$ cat src/rtl/spi_reg_bridge_if.sv
// Byte-stream and register-bus bundle between spi_slave, spi_reg_bridge and the register file.
// The master side is the bridge: it consumes rx bytes and drives the register bus.
interface spi_reg_bridge_if #(
    parameter int ADDR_W = 7
) ();
    logic [7:0]        rx_byte;
    logic              rx_valid;
    logic [7:0]        tx_byte;
    logic [ADDR_W-1:0] reg_addr;
    logic [7:0]        reg_wdata;
    logic              reg_we;
    logic              reg_re;
    logic [7:0]        reg_rdata;

    modport master (
        input  rx_byte, rx_valid, reg_rdata,
        output tx_byte, reg_addr, reg_wdata, reg_we, reg_re
    );

    modport slave (
        output rx_byte, rx_valid, reg_rdata,
        input  tx_byte, reg_addr, reg_wdata, reg_we, reg_re
    );
endinterface

$ cat src/rtl/spi_reg_bridge.sv
// Decodes SPI register-access frames (command byte + data bytes) into single-cycle
// register-bus strobes and prefetches read data onto tx_byte for the next SPI byte.
module spi_reg_bridge #(
    parameter int         ADDR_W      = 7,
    parameter logic [7:0] STATUS_BYTE = 8'hA5,
    parameter bit         AUTO_INC    = 1'b1
) (
    input  logic             clk,
    input  logic             rst_n,
    input  logic             cs_n,
    spi_reg_bridge_if.master bus,
    output logic             frame_active,
    output logic             frame_done
);
    typedef enum logic [2:0] {
        IDLE     = 3'd0,
        CMD      = 3'd1,
        WR_DATA  = 3'd2,
        RD_FETCH = 3'd3,
        RD_DATA  = 3'd4
    } state_t;

    state_t            state_q, state_d;
    logic              cs_meta_q, cs_sync_q;
    logic [1:0]        sync_vld_q;
    logic              cs_dly_q, cs_dly_d;
    logic              cs_fall_s, cs_rise_s, accept_s;
    logic [7:0]        tx_byte_q, tx_byte_d;
    logic [ADDR_W-1:0] reg_addr_q, reg_addr_d;
    logic [7:0]        reg_wdata_q, reg_wdata_d;
    logic              reg_we_q, reg_we_d;
    logic              reg_re_q, reg_re_d;
    logic              frame_active_q, frame_active_d;
    logic              frame_done_q, frame_done_d;
    logic              cap_q, cap_d;
    logic              close_q, close_d;

    function automatic logic [ADDR_W-1:0] addr_step(input logic [ADDR_W-1:0] a);
        if (AUTO_INC) begin
            addr_step = a + {{(ADDR_W-1){1'b0}}, 1'b1};
        end else begin
            addr_step = a;
        end
    endfunction

    // cs_n synchroniser; sync_vld_q marks when cs_sync_q reflects a real pad sample
    always_ff @(posedge clk or negedge rst_n) begin
        if (!rst_n) begin
            cs_meta_q  <= 1'b1;
            cs_sync_q  <= 1'b1;
            sync_vld_q <= 2'b00;
            cs_dly_q   <= 1'b0;
        end else begin
            cs_meta_q  <= cs_n;
            cs_sync_q  <= cs_meta_q;
            sync_vld_q <= {sync_vld_q[0], 1'b1};
            cs_dly_q   <= cs_dly_d;
        end
    end

    // cs_dly_q only goes high once cs has really been seen high, so a frame
    // already in progress at reset release never produces a falling edge
    always_comb begin
        cs_dly_d = 1'b0;
        if (sync_vld_q[1]) begin
            cs_dly_d = cs_sync_q;
        end else begin
            cs_dly_d = 1'b0;
        end
        cs_fall_s = cs_dly_q & ~cs_sync_q;
        cs_rise_s = ~cs_dly_q & cs_sync_q;
        accept_s  = bus.rx_valid & ((state_q == CMD) | (state_q == WR_DATA) | (state_q == RD_DATA));
    end

    // Frame FSM and registered bus outputs
    always_comb begin
        state_d      = state_q;
        tx_byte_d    = tx_byte_q;
        reg_addr_d   = reg_addr_q;
        reg_wdata_d  = reg_wdata_q;
        reg_we_d     = 1'b0;
        reg_re_d     = 1'b0;
        frame_done_d = 1'b0;
        cap_d        = reg_re_q;
        close_d      = 1'b0;

        if (reg_we_q) begin
            reg_addr_d = addr_step(reg_addr_q);
        end else begin
            reg_addr_d = reg_addr_q;
        end
        if (cap_q) begin
            tx_byte_d = bus.reg_rdata;
        end else begin
            tx_byte_d = tx_byte_q;
        end

        if (close_q || (cs_rise_s && (state_q != IDLE) && !accept_s)) begin
            // End of frame: any read data still in flight is dropped
            state_d   = IDLE;
            tx_byte_d = STATUS_BYTE;
            cap_d     = 1'b0;
            if (state_q != CMD) begin
                frame_done_d = 1'b1;
            end else begin
                frame_done_d = 1'b0;
            end
        end else begin
            close_d = cs_rise_s & accept_s;
            case (state_q)
                IDLE: begin
                    if (cs_fall_s) begin
                        state_d = CMD;
                    end else begin
                        state_d = IDLE;
                    end
                end
                CMD: begin
                    if (bus.rx_valid) begin
                        reg_addr_d = bus.rx_byte[ADDR_W-1:0];
                        if (bus.rx_byte[7]) begin
                            state_d  = RD_FETCH;
                            reg_re_d = 1'b1;
                        end else begin
                            state_d  = WR_DATA;
                        end
                    end else begin
                        state_d = CMD;
                    end
                end
                WR_DATA: begin
                    if (bus.rx_valid) begin
                        reg_wdata_d = bus.rx_byte;
                        reg_we_d    = 1'b1;
                    end else begin
                        reg_we_d    = 1'b0;
                    end
                end
                RD_FETCH: begin
                    state_d = RD_DATA;
                end
                RD_DATA: begin
                    if (bus.rx_valid) begin
                        reg_addr_d = addr_step(reg_addr_q);
                        reg_re_d   = 1'b1;
                    end else begin
                        reg_re_d   = 1'b0;
                    end
                end
                default: begin
                    state_d = IDLE;
                end
            endcase
        end

        frame_active_d = (state_d != IDLE);
    end

    // State and output registers
    always_ff @(posedge clk or negedge rst_n) begin
        if (!rst_n) begin
            state_q        <= IDLE;
            tx_byte_q      <= STATUS_BYTE;
            reg_addr_q     <= {ADDR_W{1'b0}};
            reg_wdata_q    <= 8'h00;
            reg_we_q       <= 1'b0;
            reg_re_q       <= 1'b0;
            frame_active_q <= 1'b0;
            frame_done_q   <= 1'b0;
            cap_q          <= 1'b0;
            close_q        <= 1'b0;
        end else begin
            state_q        <= state_d;
            tx_byte_q      <= tx_byte_d;
            reg_addr_q     <= reg_addr_d;
            reg_wdata_q    <= reg_wdata_d;
            reg_we_q       <= reg_we_d;
            reg_re_q       <= reg_re_d;
            frame_active_q <= frame_active_d;
            frame_done_q   <= frame_done_d;
            cap_q          <= cap_d;
            close_q        <= close_d;
        end
    end

    assign bus.tx_byte   = tx_byte_q;
    assign bus.reg_addr  = reg_addr_q;
    assign bus.reg_wdata = reg_wdata_q;
    assign bus.reg_we    = reg_we_q;
    assign bus.reg_re    = reg_re_q;
    assign frame_active  = frame_active_q;
    assign frame_done    = frame_done_q;
endmodule

$ cat src/flat_wrapper.sv
// flat-port wrapper written by rule: the top's interface ports become plain ports
module spi_reg_bridge_flat 
#(
    parameter int         ADDR_W      = 7,
    parameter logic [7:0] STATUS_BYTE = 8'hA5,
    parameter bit         AUTO_INC    = 1'b1
)
  (clk, rst_n, cs_n, frame_active, frame_done, bus_rx_byte, bus_rx_valid, bus_reg_rdata, bus_tx_byte, bus_reg_addr, bus_reg_wdata, bus_reg_we, bus_reg_re);
  spi_reg_bridge_if #(.ADDR_W(ADDR_W)) bus_i ();
  input  logic clk;
  input  logic rst_n;
  input  logic cs_n;
  output logic frame_active;
  output logic frame_done;
  input wire logic [$bits(bus_i.rx_byte)-1:0] bus_rx_byte;
  input wire logic [$bits(bus_i.rx_valid)-1:0] bus_rx_valid;
  input wire logic [$bits(bus_i.reg_rdata)-1:0] bus_reg_rdata;
  output wire logic [$bits(bus_i.tx_byte)-1:0] bus_tx_byte;
  output wire logic [$bits(bus_i.reg_addr)-1:0] bus_reg_addr;
  output wire logic [$bits(bus_i.reg_wdata)-1:0] bus_reg_wdata;
  output wire logic [$bits(bus_i.reg_we)-1:0] bus_reg_we;
  output wire logic [$bits(bus_i.reg_re)-1:0] bus_reg_re;
  assign bus_i.rx_byte = bus_rx_byte;
  assign bus_i.rx_valid = bus_rx_valid;
  assign bus_i.reg_rdata = bus_reg_rdata;
  assign bus_tx_byte = bus_i.tx_byte;
  assign bus_reg_addr = bus_i.reg_addr;
  assign bus_reg_wdata = bus_i.reg_wdata;
  assign bus_reg_we = bus_i.reg_we;
  assign bus_reg_re = bus_i.reg_re;
  spi_reg_bridge #(.ADDR_W(ADDR_W), .STATUS_BYTE(STATUS_BYTE), .AUTO_INC(AUTO_INC)) u_core (.clk(clk), .rst_n(rst_n), .cs_n(cs_n), .bus(bus_i), .frame_active(frame_active), .frame_done(frame_done));
endmodule
$ cat config.mk
export PLATFORM = sky130hd
export DESIGN_NAME = spi_reg_bridge_flat
export DESIGN_NICKNAME = d
export VERILOG_FILES = /design/src/rtl/spi_reg_bridge_if.sv /design/src/rtl/spi_reg_bridge.sv /design/src/flat_wrapper.sv
export SDC_FILE = /design/constraint.sdc
export NUM_CORES = 1
export LEC_CHECK = 0
export ABC_AREA = 0
export BUFFER_PORTS_ARGS = -buffer_cell sky130_fd_sc_hd__buf_2
export CAP_MARGIN = 20
export CORE_MARGIN = 4
export CORE_UTILIZATION = 40
export DETAILED_ROUTE_END_ITERATION = 10
export SYNTH_ARGS = -nofsm -noshare
export SYNTH_HDL_FRONTEND = slang
export SYNTH_SLANG_ARGS = --single-unit
$ cat constraint.sdc
create_clock -name clk -period 4.6 [get_ports clk]
set_clock_uncertainty 0.05 [all_clocks]
set_input_delay 0.92 -clock clk [delete_from_list [all_inputs] [get_ports clk]]
set_output_delay 0.92 -clock clk [all_outputs]
set_load 0.01 [all_outputs]
Word-level counts from Yosys, hierarchy flattened
Index checks and enable logic that the tools add are counted.
{"block": "op_classes", "n_addsub": 1, "n_mux": 24, "bitwise_logic": 9, "n_reduce_logical": 10, "eq_ne": 5}
{"operator": "7-bit 2-to-1 mux", "count": 4}
{"operator": "8-bit 2-to-1 mux", "count": 2}
{"operator": "7-bit case mux with 2 select lines", "count": 1}
{"operator": "1-bit 2-to-1 mux", "count": 13}
{"operator": "3-bit case mux with 4 select lines", "count": 1}
{"operator": "7-bit by 1-bit adder with 7-bit output, second input constant", "count": 1}
{"operator": "3-bit by 2-bit equality test with 1-bit output, second input constant", "count": 2}
{"operator": "3-bit nonzero test", "count": 2}
{"operator": "1-bit bitwise AND", "count": 4}
{"operator": "3-bit by 1-bit equality test with 1-bit output, second input constant", "count": 1}
{"operator": "3-bit equality test, second input constant", "count": 1}
{"operator": "3-bit logical NOT", "count": 1}
{"operator": "3-bit 2-to-1 mux", "count": 1}
{"operator": "3-bit by 1-bit inequality test with 1-bit output, second input constant", "count": 1}
{"operator": "1-bit NOT", "count": 3}
{"operator": "3-bit AND reduction", "count": 1}
{"operator": "1-bit logical AND", "count": 2}
{"operator": "2-bit 2-to-1 mux", "count": 1}
{"operator": "1-bit OR", "count": 2}
{"operator": "1-bit case mux with 2 select lines", "count": 1}
{"operator": "2-bit nonzero test", "count": 1}
{"operator": "2-bit OR reduction", "count": 1}
{"operator": "1-bit logical NOT", "count": 1}
{"operator": "1-bit logical OR", "count": 1}
{"block": "word_totals", "reg_bits": 37, "input_bits": 20, "word_cells": 63}

Depth between registers and ports, before layout
Gate-level depths: netlist (run 1).
{"block": "depth", "depth_word": 9, "mapped_depth": 6}

Worst setup path after synthesis (run 1)
Ideal clock, no wire load.
{"block": "synth_timing", "path_kind": "input to register", "from": "input bus_rx_valid", "to": "register u_core.reg_addr_q[5] (netlist: u_core.bus.reg_addr[5])", "t_required_ps": 4463, "path_stages": 4, "setup_slack_ps": 2534, "arrival_time_ps": 1929, "setup_time_ps": 87, "path_cell_list": "or4b_2 > o211ai_2 > nor2_1 > a22oi_1"}
{"block": "synth_via", "elab_chain_len": 5, "word_cells_on_any_way": 8}
{"item": "start: declaration", "line": "flat_wrapper.sv:16", "source": "input wire logic [$bits(bus_i.rx_valid)-1:0] bus_rx_valid;"}
{"item": "1-bit bitwise AND", "line": "spi_reg_bridge.sv:72", "source": "accept_s = bus.rx_valid & ((state_q == CMD) | (state_q == WR_DATA) | (state_q == RD_DATA));"}
{"item": "1-bit logical NOT", "line": "spi_reg_bridge.sv:98", "source": "if (close_q || (cs_rise_s && (state_q != IDLE) && !accept_s)) begin"}
{"item": "1-bit logical AND", "line": "spi_reg_bridge.sv:98"}
{"item": "1-bit logical OR", "line": "spi_reg_bridge.sv:98"}
{"item": "7-bit 2-to-1 mux (*)", "line": "spi_reg_bridge.sv:98"}
{"item": "named net u_core.reg_addr_d[5]", "line": "spi_reg_bridge.sv:29", "source": "logic [ADDR_W-1:0] reg_addr_q, reg_addr_d;"}
{"item": "end signal: assignment", "line": "spi_reg_bridge.sv:164", "source": "reg_addr_q <= {ADDR_W{1'b0}};"}
{"item": "end signal: assignment", "line": "spi_reg_bridge.sv:175", "source": "reg_addr_q <= reg_addr_d;"}
{"item": "end: declaration", "line": "spi_reg_bridge.sv:29"}
Mark *: on every way through the listed nets, which the timed path passes. The rest lies on a longest branch.
A chain may end at the register's enable or synchronous reset.

Final worst setup path (run 1)
{"block": "layout_timing", "from": "register u_core.state_q[0]", "to": "register u_core.reg_addr_q[0] (netlist: u_core.bus.reg_addr[0])"}
{"block": "layout_via", "elab_chain_len": 8, "word_cells_on_any_way": 13}
{"item": "start: declaration", "line": "spi_reg_bridge.sv:23", "source": "state_t state_q, state_d;"}
{"item": "start signal: assignment", "line": "spi_reg_bridge.sv:173", "source": "state_q <= state_d;"}
{"item": "3-bit by 1-bit equality test with 1-bit output / 3-bit by 2-bit equality test with 1-bit output (equally long branches)", "line": "spi_reg_bridge.sv:72, spi_reg_bridge.sv:110"}
{"item": "1-bit OR (2 in a row)", "line": "spi_reg_bridge.sv:72"}
{"item": "1-bit bitwise AND", "line": "spi_reg_bridge.sv:72"}
{"item": "1-bit logical NOT", "line": "spi_reg_bridge.sv:98"}
{"item": "1-bit logical AND", "line": "spi_reg_bridge.sv:98"}
{"item": "1-bit logical OR", "line": "spi_reg_bridge.sv:98"}
{"item": "7-bit 2-to-1 mux (*)", "line": "spi_reg_bridge.sv:98"}
{"item": "named net u_core.reg_addr_d[0]", "line": "spi_reg_bridge.sv:29"}
Marks and branches as above.

==> results of run 1 <==
registers in the layout, summed over array words and instances (netlist names):
| register | count |
|---|---|
| u_core.close_q | 1 |
| u_core.state_q | 3 |
| u_core.bus.reg_we | 1 |
| u_core.bus.reg_re | 1 |
| u_core.bus.tx_byte | 8 |
| u_core.cs_meta_q | 1 |
| u_core.cs_dly_q | 1 |
| u_core.frame_active | 1 |
| u_core.bus.reg_addr | 7 |
| u_core.cs_sync_q | 1 |
| u_core.bus.reg_wdata | 8 |
| u_core.frame_done | 1 |
| u_core.cap_q | 1 |
| u_core.sync_vld_q | 2 |
Yosys cell counts (all sizes together):
cell type,n
and3,1
nand3,5
mux2,8
o22ai,3
a31oi,1
nand3b,2
nor4,3
dfrtp,31
o211a,2
nor2b,3
a21o,2
nand4,2
conb,1
a31o,1
ha,1
xnor2,6
maj3,1
o31ai,2
mux2i,9
o21a,1
xor2,4
or4b,2
a21oi,5
nor2,16
a211oi,4
clkbuf,1
dfstp,6
or3b,2
o21ai,7
o211ai,2
nand2,10
buf,5
inv,4
and2,2
or3,1
nand2b,2
a22oi,3
a221o,1
a2111o,1
nor3,2
nor3b,2
area by class of cell:
type	instances	share of cell area [%]
sequential	37	42.3
multi-input combinational	120	38.2
timing repair buffer	47	10.8
clock buffer	6	3.29
tap	52	2.95
clock inverter	2	1.76
inverter	4	0.681
critical path: stages (launching register included):
cell and delay (ns):
dfrtp_1 0.62, nor3b_1 0.82, a21oi_1 0.13, a211oi_1 0.25, o21ai_0 0.13
metrics by stage:
| stage | util [%] | hold WS (ns) |
|---|---|---|
| 2_1_floorplan | - | 0.281 |
| 3_3_place_gp | 47.8 | 0.285 |
| 3_5_place_dp | 47.8 | 0.290 |
| 4_1_cts | 50.3 | 0.307 |
| 5_1_grt | 50.3 | 0.318 |
| 6_report | 50.3 | 0.303 |
power by group through the flow:
stage	Combinational [mW]	Sequential (mW)	Clock, mW
finish	0.542	0.563	0.277
global route	0.605	0.584	0.297
CTS	0.549	0.564	0.284
detailed placement	0.546	0.569	0
global placement	0.538	0.560	0
floorplan	0.367	0.570	0
layout by cell type, fill, tap and decap left out, types with 5 or more instances in the layout:
cell / count
nand3_1: 5
a21oi_1: 5
dfstp_2: 6
dfrtp_1: 31
mux2_2: 8
o21ai_0: 7
xnor2_1: 6
mux2i_1: 9
buf_2: 46
nor2_1: 16
clkbuf_8: 5
nand2_1: 10
worst min-delay path by stage:
stage / end / start / cells past startpoint
5_1_grt: u_core.cs_sync_q$_DFF_PN1_ / u_core.cs_meta_q$_DFF_PN1_ / 0
3_5_place_dp: u_core.sync_vld_q[1]$_DFF_PN0_ / u_core.sync_vld_q[0]$_DFF_PN0_ / 0
2_1_floorplan: u_core.sync_vld_q[1]$_DFF_PN0_ / u_core.sync_vld_q[0]$_DFF_PN0_ / 0
3_3_place_gp: u_core.sync_vld_q[1]$_DFF_PN0_ / u_core.sync_vld_q[0]$_DFF_PN0_ / 0
6_report: u_core.sync_vld_q[1]$_DFF_PN0_ / u_core.sync_vld_q[0]$_DFF_PN0_ / 0
4_1_cts: u_core.sync_vld_q[1]$_DFF_PN0_ / u_core.sync_vld_q[0]$_DFF_PN0_ / 0
cell families (layout without fill, tap and decap cells):
kind of cell,after synthesis,in the layout,share of synthesized area [%]
mux,17,17,9.84
xor+xnor,10,10,4.78
simple gates,55,55,16.3
fa+ha+maj,2,2,1.23
other cells,1,1,0.205
flops,37,37,51.0
buf+inv,10,59,3.00
compound gates,35,35,13.7
per-layer routing:
layer  vias up  part of all wire [%]  global-route usage [%]  wire, µm
li1        697                     -                       -         -
met1       687                    44                    20.8      1770
met2        39                    48                    24.3      1900
met3         6                   6.6                    5.15       264
met4         0                   1.4                    5.05        57
met5         -                     0                       0         0
==> impl_metrics.py, run 1 <==
metrics = {
    "power": {
        "p_sw_mw": 0.523,
        "p_leak_nw": 1.01,
        "power_density_mw_per_mm2": 627,
        "pwr-share-comb_pct": 39.2,
        "p_seq_share_pct": 40.7,
        "switching_share_pct": 37.8,
        "ir_worst_vdd_mv": 0.312,
        "p_int_mw": 0.860,
        "clkPwrFrac_pct": 20.0,
        "power.total_mw": 1.38,
    },
    "sta": {
        "post-route-period-util_pct": 46.3,
        "finalWorstSetupSlack_ns": 2.47,
        "setup_tns_ns": 0,
        "finalSetupViolCount": 0,
        "drv_slew": 0,
        "layout_min_cycle_time_ns": 2.13,
        "fmax_mhz": 470,
        "timing.slew.headroom_pct": 37.1,
        "final_hold_viol_count": 0,
        "worst-slew-pin-transition_ns": 0.942,
        "rsz0062_at_grt": "false",
    },
    "layout": {
        "fillers": 411,
        "multiInputGateArea_um2": 843,
        "area_growth_pct": 20.4,
        "drive_gt1_share_pct": 34.3,
        "nNetsFinal": 236,
        "stdcell_count": 268,
        "fin_area_mm2": 0.00221,
        "diodes": 0,
        "regArea_um2": 933,
    },
    "grt": {
        "grt_pass1_vias": 1436,
        "grt_antenna_before_repair": 0,
        "grt_max_degree": 38,
        "grt.total_usage_pct": 15.7,
        "grt_pass1_wl_um": 6710,
        "overflow": 0,
    },
    "logic_synthesis": {
        "ys_seq_area_share_pct": 51.0,
        "syn_inst": 167,
        "synth_area_mm2": 0.00183,
        "synth_nets": 188,
        "synth_cell_types": 46,
        "yosysTopAreaCell": "dfrtp_1",
        "synth_seq_cells": 37,
        "yosys_warnings": 0,
        "postSynthAreaPerCell_um2": 11.0,
        "synth_top_area_share_pct": 42.3,
        "synth.area.top_cells": "dfrtp_1, dfstp_2, mux2i_1",
    },
    "setup_path": {
        "cp.required_ns": 4.71,
        "r2r-start": "u_core.state_q[0]$_DFF_PN0_",
        "startpoint": "u_core.state_q[0]$_DFF_PN0_",
        "crit_type": "flop to flop",
        "critPathMaxFanout": 16,
        "reg2reg_to": "u_core.bus.reg_addr[0]$_DFF_PN0_",
        "worstSetupEndpoint": "u_core.bus.reg_addr[0]$_DFF_PN0_",
        "critPathCaptureType": "flop",
        "crit_arrival_ns": 2.24,
        "worst-r2r-setup-slack_ns": 2.47,
        "cp-start-kind": "flop",
        "r2r_cells": 4,
    },
    "clock_network": {
        "post-cts-setup-buffers": 0,
        "clock_path_buffers": 2,
        "path_clk_slew_ns": 0.07,
        "clk_latency_ns": 0.29,
        "htreeDepth": 2,
        "cts.sinks": 37,
        "cts_buffers": 5,
        "cts_root_buffer": "clkbuf_8",
        "cts-hold-fix-buffers": 0,
        "cts_tree": "yes",
        "cts-resized-gates": 0,
    },
    "placement": {
        "globalplace.congestion": 0.832,
        "placedInstanceArea_mm2": 0.00209,
        "post-dp-hpwl_um": 3040,
        "io_buffers": 46,
        "place_inst": 260,
        "place_ws_ns": 2.31,
    },
    "job": {
        "max-cap-violations": 0,
    },
    "detailed_routing": {
        "via_per_inst": 5.33,
        "drt_iter0_drc": 74,
        "drt_wl_total_um": 3990,
        "postRouteAntennaNets": 0,
        "drc": 0,
        "first_pass_iters": 4,
        "via_count": 1429,
        "wl_per_cell_um": 14.9,
    },
    "floorplan": {
        "die_y_um": 75.7,
        "core_mm2": 0.00438,
        "die_w_um": 75.7,
        "ios": 47,
        "fp-row-count": 24,
        "die_area_mm2": 0.00573,
        "initial_core_util_pct": 41.8,
    },
    "min_path": {
        "hp-class": "flop to flop",
    },
    "status": {
        "status": "complete, no violations",
    },
}
Note: power is estimated with default switching activity, not from simulation.
==> run 2, diff against run 1 <==
--- a/config.mk
+++ b/config.mk
@@ -11,6 +11,7 @@
 export CORE_MARGIN = 4
 export CORE_UTILIZATION = 40
 export DETAILED_ROUTE_END_ITERATION = 10
+export PLACE_DENSITY = 0.65
 export SYNTH_ARGS = -nofsm -noshare
 export SYNTH_HDL_FRONTEND = slang
 export SYNTH_SLANG_ARGS = --single-unit
==> constraint.sdc (replaced) <==
create_clock -name clk -period 1.8 [get_ports clk]
set_clock_uncertainty 0.05 [all_clocks]
set_input_delay 0.36 -clock clk [delete_from_list [all_inputs] [get_ports clk]]
set_output_delay 0.36 -clock clk [all_outputs]
set_load 0.01 [all_outputs]
==> impl_metrics.py, run 2 (same netlist as run 1, synthesis figures left out) <==
metrics = {
    "status": {
        "status": "complete, no violations",
    },
    "grt": {
        "grt_pass1_vias": 1445,
        "grt_use_met3_pct": 5.01,
        "use_met2_pct": 24.2,
        "grt_util_met1_pct": 21.8,
        "grt-busiest-layer": "met2",
        "grt_pass1_wl_um": 6840,
        "grt_max_degree": 22,
        "grt_antenna_before_repair": 0,
        "grt.total_usage_pct": 16.1,
        "overflow": 0,
    },
    "placement": {
        "place_inst": 273,
        "post-dp-hpwl_um": 3080,
        "io_buffers": 46,
        "globalplace.congestion": 0.841,
    },
    "layout": {
        "nNetsFinal": 250,
        "regArea_um2": 937,
        "multiInputGateArea_um2": 862,
        "final_common_cell": "buf_2",
        "area_growth_pct": 27.1,
        "diodes": 0,
        "fillers": 403,
        "drive_gt1_share_pct": 41.3,
        "stdcell_count": 282,
        "fin_util_pct": 53.1,
        "most-common-layout-cells": "buf_2, dfrtp_1, nor2_1",
    },
    "floorplan": {
        "initial_core_util_pct": 41.8,
        "ios": 47,
        "fp-row-count": 24,
        "core_mm2": 0.00438,
        "die_area_mm2": 0.00573,
        "die_w_um": 75.7,
        "die_y_um": 75.7,
    },
    "clock_network": {
        "cts_tree": "yes",
        "cts_root_buffer": "clkbuf_8",
        "cts_buffers": 5,
        "htreeDepth": 2,
        "clk_latency_ns": 0.29,
        "cts.sinks": 37,
        "path_clk_slew_ns": 0.08,
        "post-cts-setup-buffers": 0,
        "clock_path_buffers": 2,
    },
    "setup_path": {
        "cp-start-kind": "flop",
        "r2r-start": "u_core.state_q[0]$_DFF_PN0_",
        "reg2reg_to": "u_core.bus.reg_addr[5]$_DFF_PN0_",
        "r2r_cells": 4,
        "critPathCaptureType": "flop",
        "worst-r2r-setup-slack_ns": 0.1,
        "cp.required_ns": 1.95,
        "critPathMaxFanout": 16,
        "crit_type": "flop to flop",
        "crit_arrival_ns": 1.86,
    },
    "detailed_routing": {
        "first_pass_iters": 4,
        "postRouteAntennaNets": 0,
        "drc": 0,
        "via_per_inst": 5.22,
        "drt_iter0_drc": 59,
        "wl_per_cell_um": 14.6,
        "drt_wl_total_um": 4120,
        "via_count": 1471,
    },
    "min_path": {
        "hp-class": "primary input to flop",
        "hold_path_depth": 1,
        "hold_end": "u_core.cs_meta_q$_DFF_PN1_",
        "hp-start": "cs_n",
    },
    "power": {
        "power_density_mw_per_mm2": 1540,
        "p_leak_nw": 1.07,
        "ir_worst_vdd_mv": 0.608,
    },
    "sta": {
        "post-route-period-util_pct": 94.5,
        "finalSetupViolCount": 0,
        "final_hold_viol_count": 0,
        "fmax_mhz": 588,
        "drv_slew": 0,
        "rsz0062_at_grt": "true",
        "layout_min_cycle_time_ns": 1.70,
    },
    "job": {
        "max-cap-violations": 0,
    },
}
==> run 2: timing repair <==
| item | 4_1_cts | 5_1_grt |
|---|---|---|
| hold endpoints to repair | 14 | 0 |
| hold buffers | 1 | 0 |
| setup endpoints to repair | 2 | 3 |
| gates resized for setup | 1 | 6 |
| gates cloned | 0 | 0 |
| pin swaps | 0 | 0 |
==> run 2: how the worst max path moves through the flow <==
stage	start	end	cells after the start
final	u_core.state_q[0]$_DFF_PN0_	u_core.bus.reg_addr[5]$_DFF_PN0_	4
after global routing	u_core.state_q[0]$_DFF_PN0_	u_core.bus.reg_addr[5]$_DFF_PN0_	5
after CTS	u_core.state_q[1]$_DFF_PN0_	u_core.bus.reg_addr[5]$_DFF_PN0_	4
after detailed placement	u_core.state_q[0]$_DFF_PN0_	u_core.bus.reg_addr[5]$_DFF_PN0_	4
after global placement	u_core.state_q[0]$_DFF_PN0_	u_core.bus.reg_addr[6]$_DFF_PN0_	4
after floorplan	u_core.state_q[2]$_DFF_PN0_	u_core.bus.reg_addr[0]$_DFF_PN0_	5
==> run 2: area by class of cell <==
| type | count | share of cell area [%] |
|---|---|---|
| Clock buffer | 5 | 2.96 |
| Clock inverter | 3 | 0.967 |
| Inverter | 4 | 0.645 |
| Multi-Input combinational cell | 120 | 37.0 |
| Sequential cell | 37 | 40.2 |
| Tap cell | 52 | 2.79 |
| Timing Repair Buffer | 61 | 15.4 |
==> run 2: worst max-delay path, stage by stage (launching register included) <==
cell	delay, ns
dfrtp_2	0.51
or4b_2	0.68
o211ai_2	0.10
nor2_1	0.06
a22oi_1	0.20
==> run 2: metrics by stage <==
step	hold WS, ns	instance area, µm²	setup WS (ns)	power, mW	setup TNS [ns]
5_1_grt	0.0848	2330	-0.0235	3.88	-0.0235
3_3_place_gp	0.271	2200	0.0781	2.95	0
2_1_floorplan	0.0144	1830	0.220	2.39	0
3_5_place_dp	0.280	2200	-0.0197	2.99	-0.0197
4_1_cts	0.0934	2310	0.00778	3.59	0
6_report	0.108	2330	0.0985	3.58	0
==> run 2: power by group <==
| part | leakage, nW | switching [mW] | total, mW | internal, mW |
|---|---|---|---|---|
| combinational | 0.585 | 0.804 | 1.57 | 0.768 |
| clock | 0.0364 | 0.309 | 0.580 | 0.271 |
| sequential | 0.444 | 0.293 | 1.43 | 1.14 |
==> run 2: routing by layer <==
metal  routed length, µm  share of wire (%)
met4                  67                1.6
met2                1900                 46
met1                1900                 46
met5                   0                  0
met3                 246                6.0
==> run 3, diff against run 2 <==
--- a/config.mk
+++ b/config.mk
@@ -10,6 +10,7 @@
 export CAP_MARGIN = 20
 export CORE_MARGIN = 4
 export CORE_UTILIZATION = 40
+export CTS_BUF_LIST = sky130_fd_sc_hd__clkbuf_4
 export DETAILED_ROUTE_END_ITERATION = 10
 export PLACE_DENSITY = 0.65
 export SYNTH_ARGS = -nofsm -noshare
==> impl_metrics.py, run 3 (same netlist as run 1, synthesis figures left out) <==
metrics = {
    "status": {
        "status": "complete, no violations",
    },
    "layout": {
        "fillers": 401,
        "fin_util_pct": 52.9,
        "most-common-layout-cells": "buf_2, dfrtp_1, nor2_1",
        "nNetsFinal": 252,
        "final_common_cell": "buf_2",
        "multiInputGateArea_um2": 868,
        "regArea_um2": 937,
        "diodes": 0,
        "drive_gt1_share_pct": 40.9,
        "fin_area_mm2": 0.00232,
        "area_growth_pct": 26.7,
    },
    "detailed_routing": {
        "postRouteAntennaNets": 0,
        "drt_wl_total_um": 4200,
        "via_count": 1493,
        "drt_iter0_drc": 96,
        "drc": 0,
        "wl_per_cell_um": 14.8,
        "via_per_inst": 5.26,
        "first_pass_iters": 4,
    },
    "grt": {
        "grt.total_usage_pct": 16.2,
        "grt_max_degree": 22,
        "grt_pass1_wl_um": 6860,
        "grt_antenna_before_repair": 0,
        "grt_pass1_vias": 1447,
        "overflow": 0,
    },
    "floorplan": {
        "die_y_um": 75.7,
        "fp-row-count": 24,
        "core_mm2": 0.00438,
        "die_w_um": 75.7,
        "die_area_mm2": 0.00573,
        "ios": 47,
        "initial_core_util_pct": 41.8,
    },
    "clock_network": {
        "clock_path_buffers": 2,
        "cts_buffers": 5,
        "cts.sinks": 37,
        "htreeDepth": 2,
        "cts_root_buffer": "clkbuf_4",
        "path_clk_slew_ns": 0.13,
        "clk_latency_ns": 0.36,
        "cts_tree": "yes",
    },
    "sta": {
        "setup_tns_ns": 0,
        "layout_min_cycle_time_ns": 1.75,
        "drv_slew": 0,
        "rsz0062_at_grt": "true",
        "post-route-period-util_pct": 97.1,
        "fmax_mhz": 572,
        "final_hold_viol_count": 0,
        "finalSetupViolCount": 0,
    },
    "placement": {
        "io_buffers": 46,
        "globalplace.congestion": 0.841,
        "post-dp-hpwl_um": 3080,
        "placedInstanceArea_mm2": 0.00220,
    },
    "setup_path": {
        "crit_arrival_ns": 1.96,
        "critPathCaptureType": "flop",
        "r2r-start": "u_core.state_q[0]$_DFF_PN0_",
        "crit_type": "flop to flop",
        "cp-start-kind": "flop",
        "worst-r2r-setup-slack_ns": 0.05,
        "critPathMaxFanout": 14,
        "cp.required_ns": 2.02,
        "startpoint": "u_core.state_q[0]$_DFF_PN0_",
    },
    "min_path": {
        "hp-start": "bus_reg_rdata[0]",
        "hp-class": "primary input to flop",
    },
    "power": {
        "power.total_mw": 3.47,
        "power_density_mw_per_mm2": 1500,
        "ir_worst_vdd_mv": 0.758,
        "p_leak_nw": 1.06,
    },
    "job": {
        "max-cap-violations": 0,
    },
}
[run 3: path summary, 6_finish.rpt]
path                                                endpoint  cells after the start
setup / recovery            u_core.bus.reg_addr[5]$_DFF_PN0_                      4
hold / removal             u_core.bus.tx_byte[0]$_DFFE_PN1P_                      3
setup reg to reg            u_core.bus.reg_addr[5]$_DFF_PN0_                      4
hold reg to reg               u_core.sync_vld_q[1]$_DFF_PN0_                      0
max in group asynchronous  u_core.bus.tx_byte[2]$_DFFE_PN1P_                      3
min in group asynchronous   u_core.bus.reg_addr[5]$_DFF_PN0_                      2
[run 3: metal layers]
layer,vias to the layer above,GRT usage (%),part of all wire (%)
met3,11,3.83,5.2
met5,-,0,0
met1,712,21.9,46
met2,39,24.1,46
met4,0,8.35,2.2
li1,731,-,-
[run 3: area by class of cell]
type / count / share of cell area, %
timing repair buffer: 63 / 16.2
clock inverter: 3 / 0.970
inverter: 4 / 0.647
multi-input combinational: 120 / 37.4
clock buffer: 5 / 1.62
sequential: 37 / 40.4
tap: 52 / 2.80
[run 3: per-stage QoR]
| stage | hold WS [ns] | setup slack [ns] | cells |
|---|---|---|---|
| after floorplan | 0.0144 | 0.220 | 167 |
| after global placement | 0.271 | 0.0781 | 273 |
| after detailed placement | 0.280 | -0.0197 | 273 |
| after CTS | 0.0185 | 0.00190 | 282 |
| after global routing | 0.163 | -0.0289 | 284 |
| final | 0.182 | 0.0530 | 284 |
[run 3: what timing repair did]
item,CTS,global route
hold buffers,1,1
hold endpoints to repair,14,1
setup buffers,0,1
pin swaps,0,0
gates resized for setup,1,6
endpoints found under the setup margin,2,4
[run 3: worst max-delay path: stages, from the launching register on]
cell and delay [ns]:
dfrtp_2 0.52, or3b_1 0.48, nor4_2 0.32, o31ai_1 0.11, a22oi_1 0.17
[run 3: where the power goes]
group | leakage (nW) | total [mW] | internal [mW] | switching [mW]
Combinational | 0.596 | 1.60 | 0.778 | 0.818
Sequential | 0.444 | 1.42 | 1.13 | 0.291
Clock | 0.0234 | 0.450 | 0.151 | 0.299
Total | 1.06 | 3.47 | 2.06 | 1.41
